`config.mk`:
```
export PLATFORM = sky130hd
export DESIGN_NAME = instruction_fetch
export DESIGN_NICKNAME = d
export VERILOG_FILES = /design/src/rtl/instruction_fetch_pkg.sv /design/src/rtl/fetch_buffer.sv /design/src/rtl/instruction_fetch.sv
export SDC_FILE = /design/constraint.sdc
export NUM_CORES = 1
export LEC_CHECK = 0
export BUFFER_PORTS_ARGS = -buffer_cell sky130_fd_sc_hd__buf_2
export CAP_MARGIN = 20
export CORE_ASPECT_RATIO = 1.2
export CORE_MARGIN = 3
export CORE_UTILIZATION = 45
export CTS_CLUSTER_SIZE = 28
export DETAILED_ROUTE_END_ITERATION = 10
export PLACE_DENSITY = 0.79
export SETUP_SLACK_MARGIN = 0.5
export SYNTH_ARGS = -nofsm -noshare
export SYNTH_HDL_FRONTEND = slang
export SYNTH_SLANG_ARGS = --single-unit
```
`constraint.sdc`:
```
create_clock -name clk -period 8.6 [get_ports clk]
set_input_delay 1.72 -clock clk [delete_from_list [all_inputs] [get_ports clk]]
set_output_delay 1.72 -clock clk [all_outputs]
set_load 0.02 [all_outputs]
```
`src/rtl/instruction_fetch_pkg.sv`:
```
// Shared types and constants for the IF-stage fetch unit and its prefetch queue.
package instruction_fetch_pkg;

  localparam logic [31:0] RESET_PC_DEFAULT = 32'h0000_0000;
  localparam logic [31:0] BUBBLE_INST      = 32'd0;

  // Queue occupancy counter; wide enough for the largest legal depth (4).
  localparam int unsigned CNT_W = 3;
  typedef logic [CNT_W-1:0] count_t;

  // Fetch FSM: IDLE = nothing outstanding, REQ = request on the bus,
  // WAIT = accepted and awaiting data, DRAIN = accepted but made stale by a redirect.
  typedef enum logic [1:0] {
    IF_IDLE  = 2'd0,
    IF_REQ   = 2'd1,
    IF_WAIT  = 2'd2,
    IF_DRAIN = 2'd3
  } if_state_e;

  // One prefetch queue entry.
  typedef struct packed {
    logic [31:0] pc;
    logic [31:0] inst;
  } fetch_entry_t;

  // Force an address onto a word boundary.
  function automatic logic [31:0] align_word(input logic [31:0] addr);
    return addr & ~32'h0000_0003;
  endfunction

endpackage

```
`src/rtl/fetch_buffer.sv`:
```
// Small FIFO of {pc, inst} entries between the instruction memory and IF/ID.
// Supports simultaneous push and pop, a single-cycle flush, and pointers that
// wrap modulo DEPTH (DEPTH need not be a power of two).
module fetch_buffer
  import instruction_fetch_pkg::*;
#(
  parameter int unsigned DEPTH = 2
) (
  input  logic         clk,
  input  logic         rst_n,
  input  logic         push_i,
  input  fetch_entry_t push_data_i,
  input  logic         pop_i,
  input  logic         flush_i,
  output fetch_entry_t head_o,
  output count_t       count_o,
  output logic         empty_o
);

  localparam int unsigned PTR_W = (DEPTH > 1) ? $clog2(DEPTH) : 1;
  localparam int unsigned SLOTS = 1 << PTR_W;

  typedef logic [PTR_W-1:0] ptr_t;
  localparam ptr_t LAST = ptr_t'(DEPTH - 1);

  fetch_entry_t mem_q [SLOTS];
  ptr_t         rd_ptr_q, rd_ptr_d;
  ptr_t         wr_ptr_q, wr_ptr_d;
  count_t       count_q, count_d;
  logic         push_ok, pop_ok;

  function automatic ptr_t ptr_inc(input ptr_t p);
    return (p == LAST) ? '0 : p + ptr_t'(1);
  endfunction

  // Never pop an empty queue; a push into a full queue is only legal alongside a pop.
  assign pop_ok  = pop_i && (count_q != '0);
  assign push_ok = push_i && ((count_q < count_t'(DEPTH)) || pop_ok);

  // Next pointer/count values; flush wins over push and pop.
  always_comb begin
    // NOTE: every always_comb output gets a default first so no path leaves it unassigned (no latch).
    rd_ptr_d = rd_ptr_q;
    wr_ptr_d = wr_ptr_q;
    count_d  = count_q;
    if (flush_i) begin
      rd_ptr_d = '0;
      wr_ptr_d = '0;
      count_d  = '0;
    end else begin
      if (push_ok) wr_ptr_d = ptr_inc(wr_ptr_q);
      if (pop_ok)  rd_ptr_d = ptr_inc(rd_ptr_q);
      case ({push_ok, pop_ok})
        2'b10:   count_d = count_q + count_t'(1);
        2'b01:   count_d = count_q - count_t'(1);
        default: count_d = count_q;
      endcase
    end
  end

  // Pointer and occupancy registers.
  always_ff @(posedge clk or negedge rst_n) begin
    // NOTE: sequential state uses non-blocking assignments so every register samples pre-edge values.
    if (!rst_n) begin
      rd_ptr_q <= '0;
      wr_ptr_q <= '0;
      count_q  <= '0;
    end else begin
      rd_ptr_q <= rd_ptr_d;
      wr_ptr_q <= wr_ptr_d;
      count_q  <= count_d;
    end
  end

  // Entry storage.
  always_ff @(posedge clk) begin
    // NOTE: storage is deliberately not reset; count_q gates every read, so stale contents are never visible.
    if (push_ok && !flush_i) mem_q[wr_ptr_q] <= push_data_i;
  end

  assign head_o  = mem_q[rd_ptr_q];
  assign count_o = count_q;
  assign empty_o = (count_q == '0);

endmodule

```
`src/rtl/instruction_fetch.sv`:
```
// IF-stage fetch unit: owns the fetch PC, runs a single-outstanding request
// handshake to instruction memory, and presents the prefetch queue head to IF/ID.
// BUF_DEPTH must lie in 1..4.
module instruction_fetch
  import instruction_fetch_pkg::*;
#(
  parameter logic [31:0] RESET_PC  = RESET_PC_DEFAULT,
  parameter int unsigned BUF_DEPTH = 2
) (
  input  logic        clk,
  input  logic        rst_n,
  input  logic        IF_ID_Write,
  input  logic        DStall,
  input  logic        redirect_valid,
  input  logic [31:0] redirect_pc,
  output logic        imem_req,
  output logic [31:0] imem_addr,
  input  logic        imem_ack,
  input  logic        imem_rvalid,
  input  logic [31:0] imem_rdata,
  output logic [31:0] inst_out,
  output logic [31:0] pc_out,
  output logic        IStall
);

  if_state_e    state_q, state_d;
  logic [31:0]  fetch_pc_q, fetch_pc_d;
  logic [31:0]  req_pc_q, req_pc_d;     // address of the request memory accepted

  fetch_entry_t head;
  fetch_entry_t push_entry;
  count_t       count;
  count_t       count_after;
  logic         empty;
  logic         push, pop, accept;
  logic         room_now, room_after;

  // Queue traffic this cycle; a redirect suppresses both push and pop.
  always_comb begin
    accept      = (state_q == IF_REQ) && imem_ack;
    pop         = !empty && IF_ID_Write && !DStall && !redirect_valid;
    push        = (state_q == IF_WAIT) && imem_rvalid && !redirect_valid;
    push_entry  = '{pc: req_pc_q, inst: imem_rdata};
    count_after = count + count_t'(push) - count_t'(pop);
    room_now    = count < count_t'(BUF_DEPTH);
    room_after  = count_after < count_t'(BUF_DEPTH);
  end

  // Fetch PC and accepted-address bookkeeping.
  always_comb begin
    fetch_pc_d = fetch_pc_q;
    req_pc_d   = req_pc_q;
    if (accept) req_pc_d = fetch_pc_q;
    if (redirect_valid)  fetch_pc_d = align_word(redirect_pc);
    else if (accept)     fetch_pc_d = fetch_pc_q + 32'd4;   // wraps naturally at 2^32
  end

  // Next-state logic for the request handshake.
  always_comb begin
    state_d = state_q;
    unique case (state_q)
      IF_IDLE: begin
        if (redirect_valid || room_now) state_d = IF_REQ;
      end
      IF_REQ: begin
        // Without ack a redirected request is simply re-issued at the new address.
        if (imem_ack) state_d = redirect_valid ? IF_DRAIN : IF_WAIT;
      end
      IF_WAIT: begin
        if (redirect_valid)   state_d = imem_rvalid ? IF_REQ : IF_DRAIN;
        else if (imem_rvalid) state_d = room_after ? IF_REQ : IF_IDLE;
      end
      IF_DRAIN: begin
        // The stale response is dropped; a flush always leaves room.
        if (imem_rvalid) state_d = (redirect_valid || room_after) ? IF_REQ : IF_IDLE;
      end
      default: state_d = IF_IDLE;
    endcase
  end

  // State, PC and accepted-address registers.
  always_ff @(posedge clk or negedge rst_n) begin
    if (!rst_n) begin
      state_q    <= IF_IDLE;
      fetch_pc_q <= RESET_PC;
      req_pc_q   <= RESET_PC;
    end else begin
      state_q    <= state_d;
      fetch_pc_q <= fetch_pc_d;
      req_pc_q   <= req_pc_d;
    end
  end

  fetch_buffer #(
    .DEPTH (BUF_DEPTH)
  ) u_fetch_buffer (
    .clk         (clk),
    .rst_n       (rst_n),
    .push_i      (push),
    .push_data_i (push_entry),
    .pop_i       (pop),
    .flush_i     (redirect_valid),
    .head_o      (head),
    .count_o     (count),
    .empty_o     (empty)
  );

  assign imem_req  = (state_q == IF_REQ);
  assign imem_addr = fetch_pc_q;
  assign IStall    = empty;
  assign inst_out  = empty ? BUBBLE_INST : head.inst;
  assign pc_out    = empty ? 32'd0 : head.pc;

endmodule

```
==> reports/results.ini <==
[status]
status = finished, final reports clean

[clock_tree]
tritoncts = built
clk_latency_ns = 0.42
numCtsBuffers = 17
cts_max_path_buffers = 2
cts_hold_buf = 0
post-cts-setup-buffers = 0
clkSinkCount = 191
h-tree-depth = 4
clk_pin_slew_worst_paths_ns = 0.07
cts_root_buffer = clkbuf_16
cts_resized = 0

[min_path]
min-delay-start = req_pc_q[30]
hp-class = reg2reg

[logic_synthesis]
yosysUniqueCellTypes = 53
synth_xor_area_share_pct = 1.08
muxShareOfSynthArea_pct = 8.16
ys_seq_area_share_pct = 66.7
synth_ff_type = edfxtp_1
ys_ff_latch = 191
synth_edf_count = 124
synthArstFlopShare_pct = 35.1
synth_area_per_cell_um2 = 12.4
syn_area_um2 = 8100
syn_inst = 653
yosysWarnings = 0
yosys.area_share.simple_pct = 15.6
synth-adder-area-share_pct = 0.958
synth_compound_area_share_pct = 4.90
synth_top_family_by_area = simple AND/OR/NAND/NOR gates

[critical_path]
path_cells = buf_2 -> buf_4 -> or3b_2 -> nor2_2 -> o21ai_0 -> nor2_4 -> buf_4
crit_start = redirect_valid
path_class = in2reg
critPathRequiredTime_ns = 8.65
slowest_stage = buf_4
slowest_delay_ns = 0.67
r2r_start = u_fetch_buffer.count_o[1]
cp_top_family = simple AND/OR/NAND/NOR gates
cp_common_cell = buf_4
path_max_fanout = 62
worst_setup_path_start_kind = input pin
cp-end-kind = flip-flop
arrival_ns = 4.17
crit_buf_inv = 3

[layout]
areaGrowthSynthToFinish_pct = 20.3
fillers = 1455
fin_nets = 885
drive_above_1_share_pct = 26.0
antenna_cells = 0

[sta]
rsz0062_at_grt = no
fin_crit_ns = 4.13
drv_slew = 0
setup_tns_ns = 0
hold_viol_final = 0
tightest_slew_ns = 0.956
fmax_ghz = 0.242
finClkSkew_ns = 0.00803
relSlewSlack_pct = 35.9
finalSetupViolations = 0
post-route-period-util_pct = 48.0

[power_and_ir_drop]
ir_drop_v = 0.000139
pwr_density_cell_nw_per_um2 = 229
fin_total_pwr_w = 0.00223
p_leak_nw = 3.87

[global_route]
grt_usage_pct = 18.2
antenna_found_initial = 0
grt_pass1_vias = 5493
grt_pass1_wl_um = 28100
grt_overflow = 0
grt_max_degree = 68

[die]
dieWidth_um = 128
num_rows = 53
io_pins = 169
fp.dieH_um = 153
start_util_pct = 46.1
core_um2 = 17600
dieArea_um2 = 19600

[routing]
wl_um = 17500
drt_iter0_drc = 316
vias = 5507
wire_per_inst_um = 16.8
drt-pass1-iter-count = 5
vias_per_cell = 5.29
ant_nets = 0
drc = 0

[flow_run]
drv_cap = 0

[placement]
dpl.hpwl_um = 11300
io_buffers = 162
gp_congestion = 0.828

-- cells by family after synthesis --
family / Yosys count
AOI/OAI and AO/OA: 59
other: 1
DFF: 191
buffers and inverters: 47
adders and majority gates: 5
muxes: 66
and+or+nand+nor: 274
xor gates and xnor gates: 10
-- path summary, 6_finish.rpt --
kind	end	slack [ns]	cells after the start
max	u_fetch_buffer.mem_q[1][29]	4.47	7
min	u_fetch_buffer.mem_q[1][62]	0.47	0
max reg2reg	u_fetch_buffer.mem_q[1][29]	6.06	5
min reg2reg	u_fetch_buffer.mem_q[1][62]	0.47	0
max in group asynchronous	u_fetch_buffer.rd_ptr_q	6.42	2
min in group asynchronous	req_pc_q[22]	1.48	2
-- cell usage in the layout (no fill, tap or decap), types with 9 or more instances in the layout --
master     netlist  routed
buf_2            2     163
edfxtp_1       124     124
nand2_1        113     113
nor2_1          83      81
mux2i_1         66      66
dfrtp_1         67      66
o21ai_0         18      18
nand3_1         18      18
clkbuf_16        0      18
or4_1           17      17
a31oi_1         13      13
o31ai_1         11      11
nand4_1         10      10
inv_1            9       9
-- worst register-to-register path, cell delays in order, from the launching register on --
cell     delay [ns]
dfrtp_1        0.50
nor3_2         0.11
nor2_2         0.34
o21ai_0        0.35
nor2_4         0.16
buf_4          0.67
-- where the power goes --
group	switching (W)	internal, W
combinational	0.000170	0.0000975
clock	0.000347	0.000432
sequential	0.0000809	0.00110
-- through the flow --
| stage | hold WS (ns) | worst slack [ns] | cells | util [%] | area [µm²] |
|---|---|---|---|---|---|
| finish | 0.471 | 4.47 | 1042 | 55.4 | 9740 |
| floorplan | 0.442 | 2.84 | 656 | - | 8110 |
| global route | 0.484 | 4.28 | 1042 | 55.4 | 9740 |
| global placement | 0.449 | 3.75 | 1007 | 51.8 | 9090 |
| CTS | 0.473 | 4.09 | 1039 | 55.1 | 9680 |
| detailed placement | 0.456 | 3.68 | 1007 | 51.8 | 9090 |
-- flip-flops by register name, summed over array words and instances (netlist names) --
| name | flops |
|---|---|
| state_q | 2 |
| u_fetch_buffer.mem_q | 124 |
| u_fetch_buffer.count_o | 3 |
| req_pc_q | 30 |
| imem_addr | 30 |
| u_fetch_buffer.rd_ptr_q | 1 |
| u_fetch_buffer.wr_ptr_q | 1 |
-- Yosys cell counts (2+ instances only) --
cell,n,area share (%)
nor2b_1,3,0.23
edfxtp_1,124,46
a22oi_1,2,0.19
a221o_1,2,0.25
nor2_1,83,3.8
or4_4,2,0.28
inv_1,9,0.42
buf_2,2,0.12
clkbuf_1,23,1.1
a31oi_1,13,1.0
o311ai_0,3,0.32
nand3_1,18,1.1
or4_1,17,1.6
xnor2_1,5,0.54
dfrtp_1,67,21
nand4_1,10,0.77
ha_1,3,0.46
o211ai_1,6,0.56
buf_1,6,0.28
o31ai_1,11,1.0
nand2_1,113,5.2
buf_4,4,0.37
mux2i_1,66,8.2
o311a_1,2,0.25
o21ai_0,18,1.1
fa_1,2,0.49
nor3_1,4,0.25
and2_1,3,0.23
or3_1,4,0.31
xor2_1,5,0.54
-- metal layers --
| layer | vias to the layer above | global-route usage [%] | wire length [µm] |
|---|---|---|---|
| met2 | 186 | 30.2 | 8640 |
| met4 | 0 | 6.47 | 393 |
| met1 | 2637 | 23.4 | 7540 |
| li1 | 2659 | - | - |
| met3 | 25 | 4.02 | 954 |
| met5 | - | 0 | 0 |
-- area by class of cell --
class	instances	area, µm²	area share, %
flip-flops and latches	191	5400	55.5
multi-input cells	418	2520	25.9
repair buffers	171	916	9.40
clock buffers	20	468	4.80
well taps	220	275	2.83
clock inverters	12	120	1.23
inverters	10	37.5	0.385
Power figures use the tool's default switching activity.
